**config.mk**
```make
export PLATFORM = sky130hd
export DESIGN_NAME = pattern_gen_flat
export DESIGN_NICKNAME = d
export VERILOG_FILES = /design/src/rtl/pattern_gen_if.sv /design/src/rtl/pattern_gen.sv /design/src/flat_wrapper.sv
export SDC_FILE = /design/constraint.sdc
export NUM_CORES = 1
export LEC_CHECK = 0
export CORE_MARGIN = 4
export CORE_UTILIZATION = 40
export DETAILED_ROUTE_END_ITERATION = 6
export HOLD_SLACK_MARGIN = 0.03
export SYNTH_ARGS = -nofsm -noshare
export SYNTH_HDL_FRONTEND = slang
export SYNTH_SLANG_ARGS = --single-unit
```
**constraint.sdc**
```tcl
create_clock -name clk -period 2.2 [get_ports clk]
set_clock_uncertainty 0.1 [all_clocks]
set_input_delay 0.44 -clock clk [delete_from_list [all_inputs] [get_ports clk]]
set_output_delay 0.44 -clock clk [all_outputs]
set_load 0.01 [all_outputs]
```
**src/rtl/pattern_gen_if.sv**
```systemverilog
// Stream and control bundle for pattern_gen.
// The master modport is the generator side; the slave modport is the side that drives start and consumes data.
interface pattern_gen_if #(
  parameter int unsigned WIDTH = 8
);
  logic             i_start;
  logic [WIDTH-1:0] i_len;
  logic             i_ready;
  logic [WIDTH-1:0] o_data;
  logic             o_valid;
  logic             o_busy;
  logic             o_done;

  modport master (
    input  i_start,
    input  i_len,
    input  i_ready,
    output o_data,
    output o_valid,
    output o_busy,
    output o_done
  );

  modport slave (
    output i_start,
    output i_len,
    output i_ready,
    input  o_data,
    input  o_valid,
    input  o_busy,
    input  o_done
  );
endinterface

```
**src/rtl/pattern_gen.sv**
```systemverilog
// Valid/ready pattern source: emits i_len beats counting up from START_VAL, then pulses o_done.
// Define PATTERN_GEN_WRAP_EN for continuous mode, where passes repeat back to back until reset.
module pattern_gen #(
  parameter int unsigned      WIDTH     = 8,
  parameter logic [WIDTH-1:0] START_VAL = '0
) (
  input logic           clk,
  input logic           rst,
  pattern_gen_if.master bus
);

  typedef enum logic [1:0] {
    IDLE = 2'd0,
    RUN  = 2'd1,
    DONE = 2'd2
  } state_t;

  state_t           state_q, state_d;
  logic [WIDTH-1:0] data_q,  data_d;
  logic [WIDTH-1:0] len_q,   len_d;
  logic [WIDTH-1:0] beat_q,  beat_d;
  logic             valid_q, valid_d;
  logic             busy_q,  busy_d;
  logic             done_q,  done_d;

  logic xfer;
  logic last_beat;

  // beat_q is the 1-based index of the beat on o_data, so it never depends on the data value or its wrap.
  assign xfer      = valid_q & bus.i_ready;
  assign last_beat = (beat_q == len_q);

  always_comb begin
    state_d = state_q;
    data_d  = data_q;
    len_d   = len_q;
    beat_d  = beat_q;
    valid_d = valid_q;
    busy_d  = busy_q;
    done_d  = 1'b0;

    case (state_q)
      IDLE: begin
        if (bus.i_start) begin
          len_d  = bus.i_len;
          data_d = START_VAL;
          beat_d = WIDTH'(1);
          if (bus.i_len != '0) begin
            state_d = RUN;
            valid_d = 1'b1;
            busy_d  = 1'b1;
          end else begin
            state_d = DONE;
            done_d  = 1'b1;
          end
        end
      end

      RUN: begin
        if (xfer) begin
          if (last_beat) begin
`ifdef PATTERN_GEN_WRAP_EN
            data_d  = START_VAL;
            beat_d  = WIDTH'(1);
            done_d  = 1'b1;
`else
            state_d = DONE;
            valid_d = 1'b0;
            busy_d  = 1'b0;
            done_d  = 1'b1;
`endif
          end else begin
            data_d = data_q + WIDTH'(1);
            beat_d = beat_q + WIDTH'(1);
          end
        end
      end

      DONE: begin
        state_d = IDLE;
        valid_d = 1'b0;
        busy_d  = 1'b0;
      end

      default: begin
        state_d = IDLE;
        valid_d = 1'b0;
        busy_d  = 1'b0;
      end
    endcase
  end

  // Reset wins over any transfer or start in the same cycle, so a pass aborts without an o_done pulse.
  always_ff @(posedge clk) begin
    if (!rst) begin
      state_q <= IDLE;
      data_q  <= START_VAL;
      len_q   <= '0;
      beat_q  <= '0;
      valid_q <= 1'b0;
      busy_q  <= 1'b0;
      done_q  <= 1'b0;
    end else begin
      state_q <= state_d;
      data_q  <= data_d;
      len_q   <= len_d;
      beat_q  <= beat_d;
      valid_q <= valid_d;
      busy_q  <= busy_d;
      done_q  <= done_d;
    end
  end

  assign bus.o_data  = data_q;
  assign bus.o_valid = valid_q;
  assign bus.o_busy  = busy_q;
  assign bus.o_done  = done_q;

endmodule

```
**src/flat_wrapper.sv**
```systemverilog
// flat-port wrapper written by rule: the top's interface ports become plain ports
module pattern_gen_flat 
#(
  parameter int unsigned      WIDTH     = 8,
  parameter logic [WIDTH-1:0] START_VAL = '0
)
  (clk, rst, bus_i_start, bus_i_len, bus_i_ready, bus_o_data, bus_o_valid, bus_o_busy, bus_o_done);
  pattern_gen_if #(.WIDTH(WIDTH)) bus_i ();
  input logic clk;
  input logic rst;
  input wire logic [$bits(bus_i.i_start)-1:0] bus_i_start;
  input wire logic [$bits(bus_i.i_len)-1:0] bus_i_len;
  input wire logic [$bits(bus_i.i_ready)-1:0] bus_i_ready;
  output wire logic [$bits(bus_i.o_data)-1:0] bus_o_data;
  output wire logic [$bits(bus_i.o_valid)-1:0] bus_o_valid;
  output wire logic [$bits(bus_i.o_busy)-1:0] bus_o_busy;
  output wire logic [$bits(bus_i.o_done)-1:0] bus_o_done;
  assign bus_i.i_start = bus_i_start;
  assign bus_i.i_len = bus_i_len;
  assign bus_i.i_ready = bus_i_ready;
  assign bus_o_data = bus_i.o_data;
  assign bus_o_valid = bus_i.o_valid;
  assign bus_o_busy = bus_i.o_busy;
  assign bus_o_done = bus_i.o_done;
  pattern_gen #(.WIDTH(WIDTH), .START_VAL(START_VAL)) u_core (.clk(clk), .rst(rst), .bus(bus_i));
endmodule
```
==> results of run 1 <==
[metrics by stage]
stage	instance area [sq um]	power (mW)	hold slack, ps	setup TNS [ps]
2_1_floorplan	1490	0.684	371	0
3_3_place_gp	1790	0.754	377	0
3_5_place_dp	1790	0.755	385	-8.43
4_1_cts	1830	1.03	402	0
5_1_grt	1830	1.08	431	0
6_report	1830	1.02	403	0
[per-layer routing]
| metal | up-vias | track usage | wire length, um |
|---|---|---|---|
| met2 | 25 | 0.262 | 1690 |
| li1 | 670 | - | - |
| met4 | 0 | 0.0239 | 12 |
| met1 | 644 | 0.218 | 1810 |
| met5 | - | 0 | 0 |
| met3 | 2 | 0.0436 | 154 |
[power groups by stage]
stage	logic (mW)	clock network [mW]	registers (mW)
after floorplan	0.134	0	0.550
after global placement	0.202	0	0.552
after detailed placement	0.202	0	0.553
after CTS	0.203	0.289	0.541
after global routing	0.222	0.313	0.543
final	0.204	0.276	0.541
[critical path, delay by kind of cell]
kind	cells	cell delay, ps
AO/OA/AOI/OAI	2	590
buffers and inverters	1	530
AND/OR/NAND/NOR	2	500
[placed cells by master, fill, tap and decap left out, types with 3 or more instances in the layout]
cell / count
a2111o_1: 3
a21oi_1: 6
a31o_1: 3
buf_4: 8
clkbuf_8: 3
clkdlybuf4s50_1: 22
dfxtp_1: 28
inv_1: 4
mux2i_1: 8
nand2_1: 17
nand3_1: 9
nor2_1: 13
o211ai_1: 14
xnor2_1: 7
[flip-flops by register name (all words and copies together) (netlist names)]
name and count:
u_core.bus.o_done 1, u_core.state_q 2, u_core.bus.o_valid 1, u_core.bus.o_data 8
u_core.beat_q 8, u_core.len_q 8
[cell families (layout without fill, tap and decap cells)]
group,count (synthesis),after routing
compound gates,44,44
xor+xnor,8,8
fa+ha+maj,2,2
simple gates,60,60
mux,8,8
flops,28,28
buf+inv,10,37
[final cells by class]
type,instances,area [sq um]
Inverter,4,15.0
Tap cell,46,57.6
Multi-Input combinational cell,122,872
Fill cell,371,1640
Sequential cell,28,561
Clock buffer,3,41.3
Timing Repair Buffer,30,280
[worst max-delay path by stage]
stage                                        startpoint                                 to  slack [ps]  depth (start not counted)
after floorplan           u_core.beat_q[3]$_SDFFE_PN0P_       u_core.bus.o_done$_SDFF_PN0_         620                          4
after global placement                      bus_i_ready      u_core.beat_q[4]$_SDFFE_PN0P_          80                          5
after detailed placement                    bus_i_ready  u_core.bus.o_data[3]$_SDFFE_PN0P_          -8                          5
after CTS                                   bus_i_ready  u_core.bus.o_data[3]$_SDFFE_PN0P_         270                          5
after global routing                        bus_i_ready      u_core.beat_q[4]$_SDFFE_PN0P_         150                          5
final                                       bus_i_ready  u_core.bus.o_data[3]$_SDFFE_PN0P_         260                          5
==> reports/results.ini, run 1 <==
[synth]
async_flop_share = 0
synth_warnings = 0
mappedNetlistArea_sq_um = 1490
yosysTopAreaCellShare = 0.376
ys_top_cells_by_count = dfxtp_1, nand2_1, o211ai_1
ys.flop_type = dfxtp_1
synthAdderAreaFrac = 0.0168
synthesis.nets = 174
yosys.area_share.simple = 0.212
synth_compound_area_frac = 0.250
synth_edf_count = 0
netlist_instances = 160
yosys.area.top_type = dfxtp_1
synth_top_family_by_area = compound AO/OA/AOI/OAI gates
synth_cell_type_count = 45
muxShareOfSynthArea = 0.0537
synth-seq-area-share = 0.376
synth_area_leaders = dfxtp_1, o211ai_1, mux2i_1, nand2_1, xnor2_1
syn_avg_cell_area_sq_um = 9.31
ys_seq_elements = 28
synth-xor-area-share = 0.0521
post-synth-top-count-cell = dfxtp_1

[floorplan]
initial_core_util = 0.430
die_area_sq_um = 4770
die_height_um = 69.0
row_count = 21
coreArea_sq_um = 3470
die_x_um = 69.0
ioPinCount = 23

[worst_hold_path]
hp-start = u_core.bus.o_data[1]$_SDFFE_PN0P_
min_path_type = flip-flop to flip-flop
hold_depth = 2
holdPathEnd = u_core.bus.o_data[1]$_SDFFE_PN0P_

[sta]
hold_violations = 0
clock.fmax_mhz = 514
worst_slew_pin_slew_ps = 533
finalMaxSlewViolations = 0
max_slew_margin = 0.643
setup_viol = 0
rsz0062_at_grt = false
post-route-period-util = 0.884
period_needed_ps = 1940
fin_ws_ps = 256

[finish]
drive_above_1_share = 0.102
n_antenna_cell = 0
nNetsFinal = 203
layout-area-overhead-vs-synth_pct = 22.6
finish.utilization = 0.527
fin_cells = 233

[grt]
overflow = 0
track_usage = 0.161
grt_pass1_vias = 1358
grt_max_degree = 15
antenna_found_initial = 0
grt_pass1_wl_mm = 6.41

[power]
p_comb_frac = 0.200
p_sw_uw = 292
power_frac_seq = 0.530
powerDensity_nw_per_um2 = 559
irDropWorstVdd_uv = 337
p_int_uw = 729
sw_frac_of_total = 0.286
power_leakage_nw = 0.610
p_clk_frac = 0.270

[clock_tree]
clockBufferDepth = 2
cts_hold_buf = 0
insertion_delay_ps = 270
cts_root_buf = clkbuf_8
cts_htree_levels = 1
post_cts_resized = 0
cts_tree = done
postCtsSetupBuffers = 0
cts_num_sinks = 28
path_clk_slew_ps = 90
numCtsBuffers = 3

[critical_path]
max_stage_delay_ps = 530
slowest_stage = clkdlybuf4s50_1
crit_type = input pin to flip-flop
ff2ff_path_depth = 5
r2r_end = u_core.beat_q[3]$_SDFFE_PN0P_
arrival_ps = 2060
cp.required_ps = 2320
r2r_slack_ps = 330
timing.rr.start = u_core.beat_q[5]$_SDFFE_PN0P_
start_kind = input pin
crit_path_cell_trace = clkdlybuf4s50_1 -> and4b_1 -> nand2_1 -> a2111oi_1 -> a31o_1
path_max_fanout = 8
end_kind = flip-flop

[drt]
wl_per_cell_um = 15.7
routed_wirelength_mm = 3.67
drt_iter0_drc = 79
postRouteAntennaNets = 0
vias = 1341
first_pass_iters = 4
post-route-drc-count = 0
vias_per_cell = 5.76

[place]
dp_hpwl_mm = 2.84
place_congestion = 0.800
dp.cells = 230
port_buffers = 22
preCtsSetupSlack_ps = -8.43

[flow_run]
maxCapViolCount = 0

[outcome]
status = finished, final reports clean

Note: power is estimated with default switching activity, not from simulation.
==> run 2, diff against run 1 <==
==> constraint.sdc (replaced) <==
create_clock -name clk -period 2.2 [get_ports clk]
set_clock_uncertainty 0.1 [all_clocks]
set_input_delay 0.22 -clock clk [delete_from_list [all_inputs] [get_ports clk]]
set_output_delay 0.22 -clock clk [all_outputs]
set_load 0.01 [all_outputs]
==> run 2 against run 1 <==
Net effect: combinational power shrank 5%; sequential power is essentially flat; non-clock buffer count shrank 5; sequential share of layout area grew 0.13 points; worst hold slack gained 6.5 ps.
==> reports/results.ini, run 2 (synthesis results as in run 1) <==
[outcome]
status = finished, final reports clean

[drt]
post-route-drc-count = 0
first_pass_iters = 4
vias_per_cell = 5.79
routed_wirelength_mm = 3.56
postRouteAntennaNets = 0
vias = 1327
drt_iter0_drc = 88
wl_per_cell_um = 15.6

[sta]
max_slew_margin = 0.634
finalMaxSlewViolations = 0
fin_ws_ps = 298
rsz0062_at_grt = false
period_needed_ps = 1900
worst_slew_pin_slew_ps = 544
hold_violations = 0
post-route-period-util = 0.864
setup_viol = 0
fin_setup_tns_ps = 0
clock.fmax_mhz = 526

[clock_tree]
cts_htree_levels = 1
cts_hold_buf = 0
path_clk_slew_ps = 100
cts_num_sinks = 28
numCtsBuffers = 3
insertion_delay_ps = 280
cts_tree = done
postCtsSetupBuffers = 0
clockBufferDepth = 2
post_cts_resized = 0
cts_root_buf = clkbuf_8

[worst_hold_path]
min_path_type = flip-flop to flip-flop

[grt]
grt_pass1_vias = 1336
track_usage = 0.154
overflow = 0
grt_pass1_wl_mm = 6.12
grt_max_degree = 17
antenna_found_initial = 0

[critical_path]
worstSetupStartpoint = u_core.beat_q[0]$_SDFFE_PN0P_
r2r_end = u_core.beat_q[6]$_SDFFE_PN0P_
start_kind = flip-flop
ff2ff_path_depth = 4
cp.required_ps = 2280
arrival_ps = 1990
path_max_fanout = 10
end_kind = flip-flop
timing.rr.start = u_core.beat_q[0]$_SDFFE_PN0P_
r2r_slack_ps = 300
crit_type = flip-flop to flip-flop
endpoint = u_core.beat_q[6]$_SDFFE_PN0P_

[floorplan]
die_x_um = 69.0
ioPinCount = 23
row_count = 21
die_height_um = 69.0
initial_core_util = 0.430
coreArea_sq_um = 3470
die_area_sq_um = 4770

[place]
port_buffers = 22
dp.cells = 225
dp_hpwl_mm = 2.64
place_congestion = 0.747
preCtsSetupSlack_ps = 205

[finish]
layout_common_cells = dfxtp_1, clkdlybuf4s50_1, nand2_1
layout-area-overhead-vs-synth_pct = 22.1
n_antenna_cell = 0
nNetsFinal = 198
fin_cells = 229
drive_above_1_share = 0.0820
mostFrequentLayoutCell = dfxtp_1
finish.utilization = 0.525

[power]
irDropWorstVdd_uv = 304
powerDensity_nw_per_um2 = 630
power_leakage_nw = 0.598

[flow_run]
maxCapViolCount = 0

## run 2: cell count changes in the layout (fill, tap and decap cells not counted)
| cell | previous run | this run |
|---|---|---|
| buf_4 | 8 | 3 |
| bufinv_16 | 0 | 1 |
## run 2: layout make-up
cell class                 count  area (sq um)
clock buffer                   3          41.3
clock inverter                 1          30.0
inverter                       4          15.0
timing repair buffer          25           243
sequential                    28           561
fill                         352          1650
multi-input combinational    122           872
tap                           46          57.6
## run 2: worst max-delay path, stage by stage, from the launching register on
cell and delay [ps]:
dfxtp_1 470, xnor2_1 180, and4_1 490, a31oi_4 240, a221oi_1 310
## run 2: metrics by stage
stage	hold slack (ps)	power, mW	area, sq um
floorplan	235	0.684	1490
global placement	377	0.746	1750
detailed placement	396	0.746	1750
CTS	413	1.16	1820
global route	443	1.20	1820
finish	410	1.15	1820
## run 2: per-layer routing
metal	routed length, um	track usage	share of wire
met1	1780	0.211	0.50
met5	0	0	0
met4	42	0.0521	0.012
met3	163	0.0247	0.046
met2	1580	0.245	0.44
## run 2: how the worst min path moves through the flow
stage / cells past startpoint / endpoint / start
global route: 2 / u_core.beat_q[1]$_SDFFE_PN0P_ / u_core.beat_q[1]$_SDFFE_PN0P_
finish: 2 / u_core.bus.o_data[1]$_SDFFE_PN0P_ / u_core.bus.o_data[1]$_SDFFE_PN0P_
detailed placement: 2 / u_core.bus.o_data[1]$_SDFFE_PN0P_ / u_core.bus.o_data[1]$_SDFFE_PN0P_
CTS: 2 / u_core.bus.o_data[1]$_SDFFE_PN0P_ / u_core.bus.o_data[1]$_SDFFE_PN0P_
global placement: 2 / u_core.bus.o_data[1]$_SDFFE_PN0P_ / u_core.bus.o_data[1]$_SDFFE_PN0P_
floorplan: 1 / u_core.bus.o_valid$_SDFFE_PN0P_ / bus_i_ready
## run 2: power breakdown
part,switching (mW),internal (mW)
clock network,0.167,0.244
logic,0.118,0.0759
registers,0.0184,0.523
==> run 3, diff against run 2 <==
--- a/config.mk
+++ b/config.mk
@@ -5,7 +5,6 @@
 export SDC_FILE = /design/constraint.sdc
 export NUM_CORES = 1
 export LEC_CHECK = 0
-export CORE_MARGIN = 4
 export CORE_UTILIZATION = 40
 export DETAILED_ROUTE_END_ITERATION = 6
 export HOLD_SLACK_MARGIN = 0.03
==> constraint.sdc (replaced) <==
create_clock -name clk -period 1.7 [get_ports clk]
set_clock_uncertainty 0.1 [all_clocks]
set_input_delay 0.17 -clock clk [delete_from_list [all_inputs] [get_ports clk]]
set_output_delay 0.17 -clock clk [all_outputs]
set_load 0.01 [all_outputs]
==> run 3 against run 2 <==
Net effect: combinational power increased by 84%; maximum frequency up 13%; largest cell class unchanged; die area is 17% lower; clock power is 14% lower; routed wire length up 7.3%; core utilization rose by 7.7 points; via count increased by 11%; critical path type unchanged; highest routed layer unchanged.
==> reports/results.ini, run 3 (synthesis results as in run 1) <==
[floorplan]
ioPinCount = 23
die_area_sq_um = 3970
coreArea_sq_um = 3440
die_height_um = 63.0
die_x_um = 63.0
initial_core_util = 0.433
row_count = 21

[critical_path]
worstSetupStartpoint = u_core.beat_q[2]$_SDFFE_PN0P_
path_delay_family = compound AO/OA/AOI/OAI gates
r2r_slack_ps = 20
end_kind = flip-flop
path_max_fanout = 6
endpoint = u_core.bus.o_data[3]$_SDFFE_PN0P_
max_stage_delay_ps = 340
arrival_ps = 1760
r2r_end = u_core.bus.o_data[3]$_SDFFE_PN0P_
worst-path-stages = 5
slowest_stage = dfxtp_1
crit_path_cell_trace = xnor2_1 -> and4_2 -> buf_4 -> a211o_1 -> a31o_1
cp.required_ps = 1770
start_kind = flip-flop
timing.rr.start = u_core.beat_q[2]$_SDFFE_PN0P_
ff2ff_path_depth = 5
path_buf_inv = 1
crit_type = flip-flop to flip-flop

[power]
p_total_mw = 1.41
power_leakage_nw = 0.752
powerDensity_nw_per_um2 = 680
irDropWorstVdd_uv = 320

[finish]
mostFrequentLayoutCell = buf_4
drive_above_1_share = 0.257
layout-area-overhead-vs-synth_pct = 39.0
layout_common_cells = buf_4, dfxtp_1, clkdlybuf4s50_1
nNetsFinal = 230
fillers = 314
n_antenna_cell = 0
finish.utilization = 0.602

[flow_run]
maxCapViolCount = 0

[place]
port_buffers = 22
place_congestion = 0.788
dp_hpwl_mm = 3.01

[drt]
wl_per_cell_um = 14.7
first_pass_iters = 4
post-route-drc-count = 0
vias_per_cell = 5.65
drt_iter0_drc = 63
postRouteAntennaNets = 0
routed_wirelength_mm = 3.82
vias = 1468

[clock_tree]
cts_root_buf = clkbuf_8
cts_hold_buf = 0
cts_num_sinks = 28
postCtsSetupBuffers = 0
cts_htree_levels = 1
cts_tree = done
clockBufferDepth = 2
path_clk_slew_ps = 90
numCtsBuffers = 3
insertion_delay_ps = 270

[sta]
max_slew_margin = 0.735
post-route-period-util = 0.991
period_needed_ps = 1680
worst_slew_pin_slew_ps = 393
rsz0062_at_grt = true
clock.fmax_mhz = 594
hold_violations = 0
timing.hold.ws_ps = 394
finalMaxSlewViolations = 0
setup_viol = 0

[grt]
track_usage = 0.204
grt_max_degree = 15
grt_pass1_wl_mm = 6.36
grt_pass1_vias = 1351
antenna_found_initial = 0
overflow = 0

[outcome]
status = finished, final reports clean

[worst_hold_path]
min_path_type = flip-flop to flip-flop
hp-start = u_core.bus.o_data[1]$_SDFFE_PN0P_

## run 3: cell count changes in the layout (fill, tap and decap cells not counted), moves of 2 or more
cell       before  now
buf_4           3   34
dfxtp_1        28   25
dfxtp_2         0    3
a2111oi_2       0    2
and4_1          2    0
## run 3: cell type report
type                            count  area [sq um]  share of cell area
Clock buffer                        3          41.3              0.0199
Tap cell                           46          57.6              0.0278
Sequential cell                    28           564               0.273
Multi-Input combinational cell    122           897               0.433
Timing Repair Buffer               57           495               0.239
Inverter                            4          15.0             0.00725
## run 3: worst reg2reg max path: cells and delay by family (launching register included)
kind / cells / cell delay [ps]
compound gates: 2 / 500
xor+xnor: 1 / 160
buf+inv: 1 / 180
flops: 1 / 340
simple gates: 1 / 310
## run 3: stage by stage
| step | std cells | cell area, sq um | setup WS (ps) | setup TNS [ps] |
|---|---|---|---|---|
| 2_1_floorplan | 160 | 1490 | 116 | 0 |
| 3_3_place_gp | 257 | 2000 | -94.7 | -545 |
| 3_5_place_dp | 257 | 2000 | -153 | -747 |
| 4_1_cts | 260 | 2050 | 8.71 | 0 |
| 5_1_grt | 260 | 2070 | -33.5 | -149 |
| 6_report | 260 | 2070 | 15.9 | 0 |
## run 3: repair_timing
| action | in CTS | in global routing |
|---|---|---|
| setup endpoints to repair | 6 | 14 |
| endpoints found under the hold margin | 0 | 0 |
| resized for setup | 3 | 8 |
## run 3: worst min-delay path by stage
stage	end	slack, ps	cells after the start
floorplan	u_core.bus.o_valid$_SDFFE_PN0P_	190	1
global placement	u_core.bus.o_data[1]$_SDFFE_PN0P_	370	2
detailed placement	u_core.bus.o_data[1]$_SDFFE_PN0P_	390	2
CTS	u_core.beat_q[1]$_SDFFE_PN0P_	400	2
global route	u_core.bus.o_data[1]$_SDFFE_PN0P_	430	2
finish	u_core.bus.o_data[1]$_SDFFE_PN0P_	390	2
## run 3: power by group
part / switching, mW / leakage (nW) / internal [mW]
clock: 0.195 / 0.0216 / 0.159
sequential: 0.0211 / 0.229 / 0.677
combinational: 0.178 / 0.502 / 0.178
total: 0.393 / 0.752 / 1.01
## run 3: per-layer routing
layer  track usage  part of all wire
met1         0.263              0.47
met2         0.349              0.49
met3        0.0182             0.029
met4        0.0698             0.014
met5             0                 0
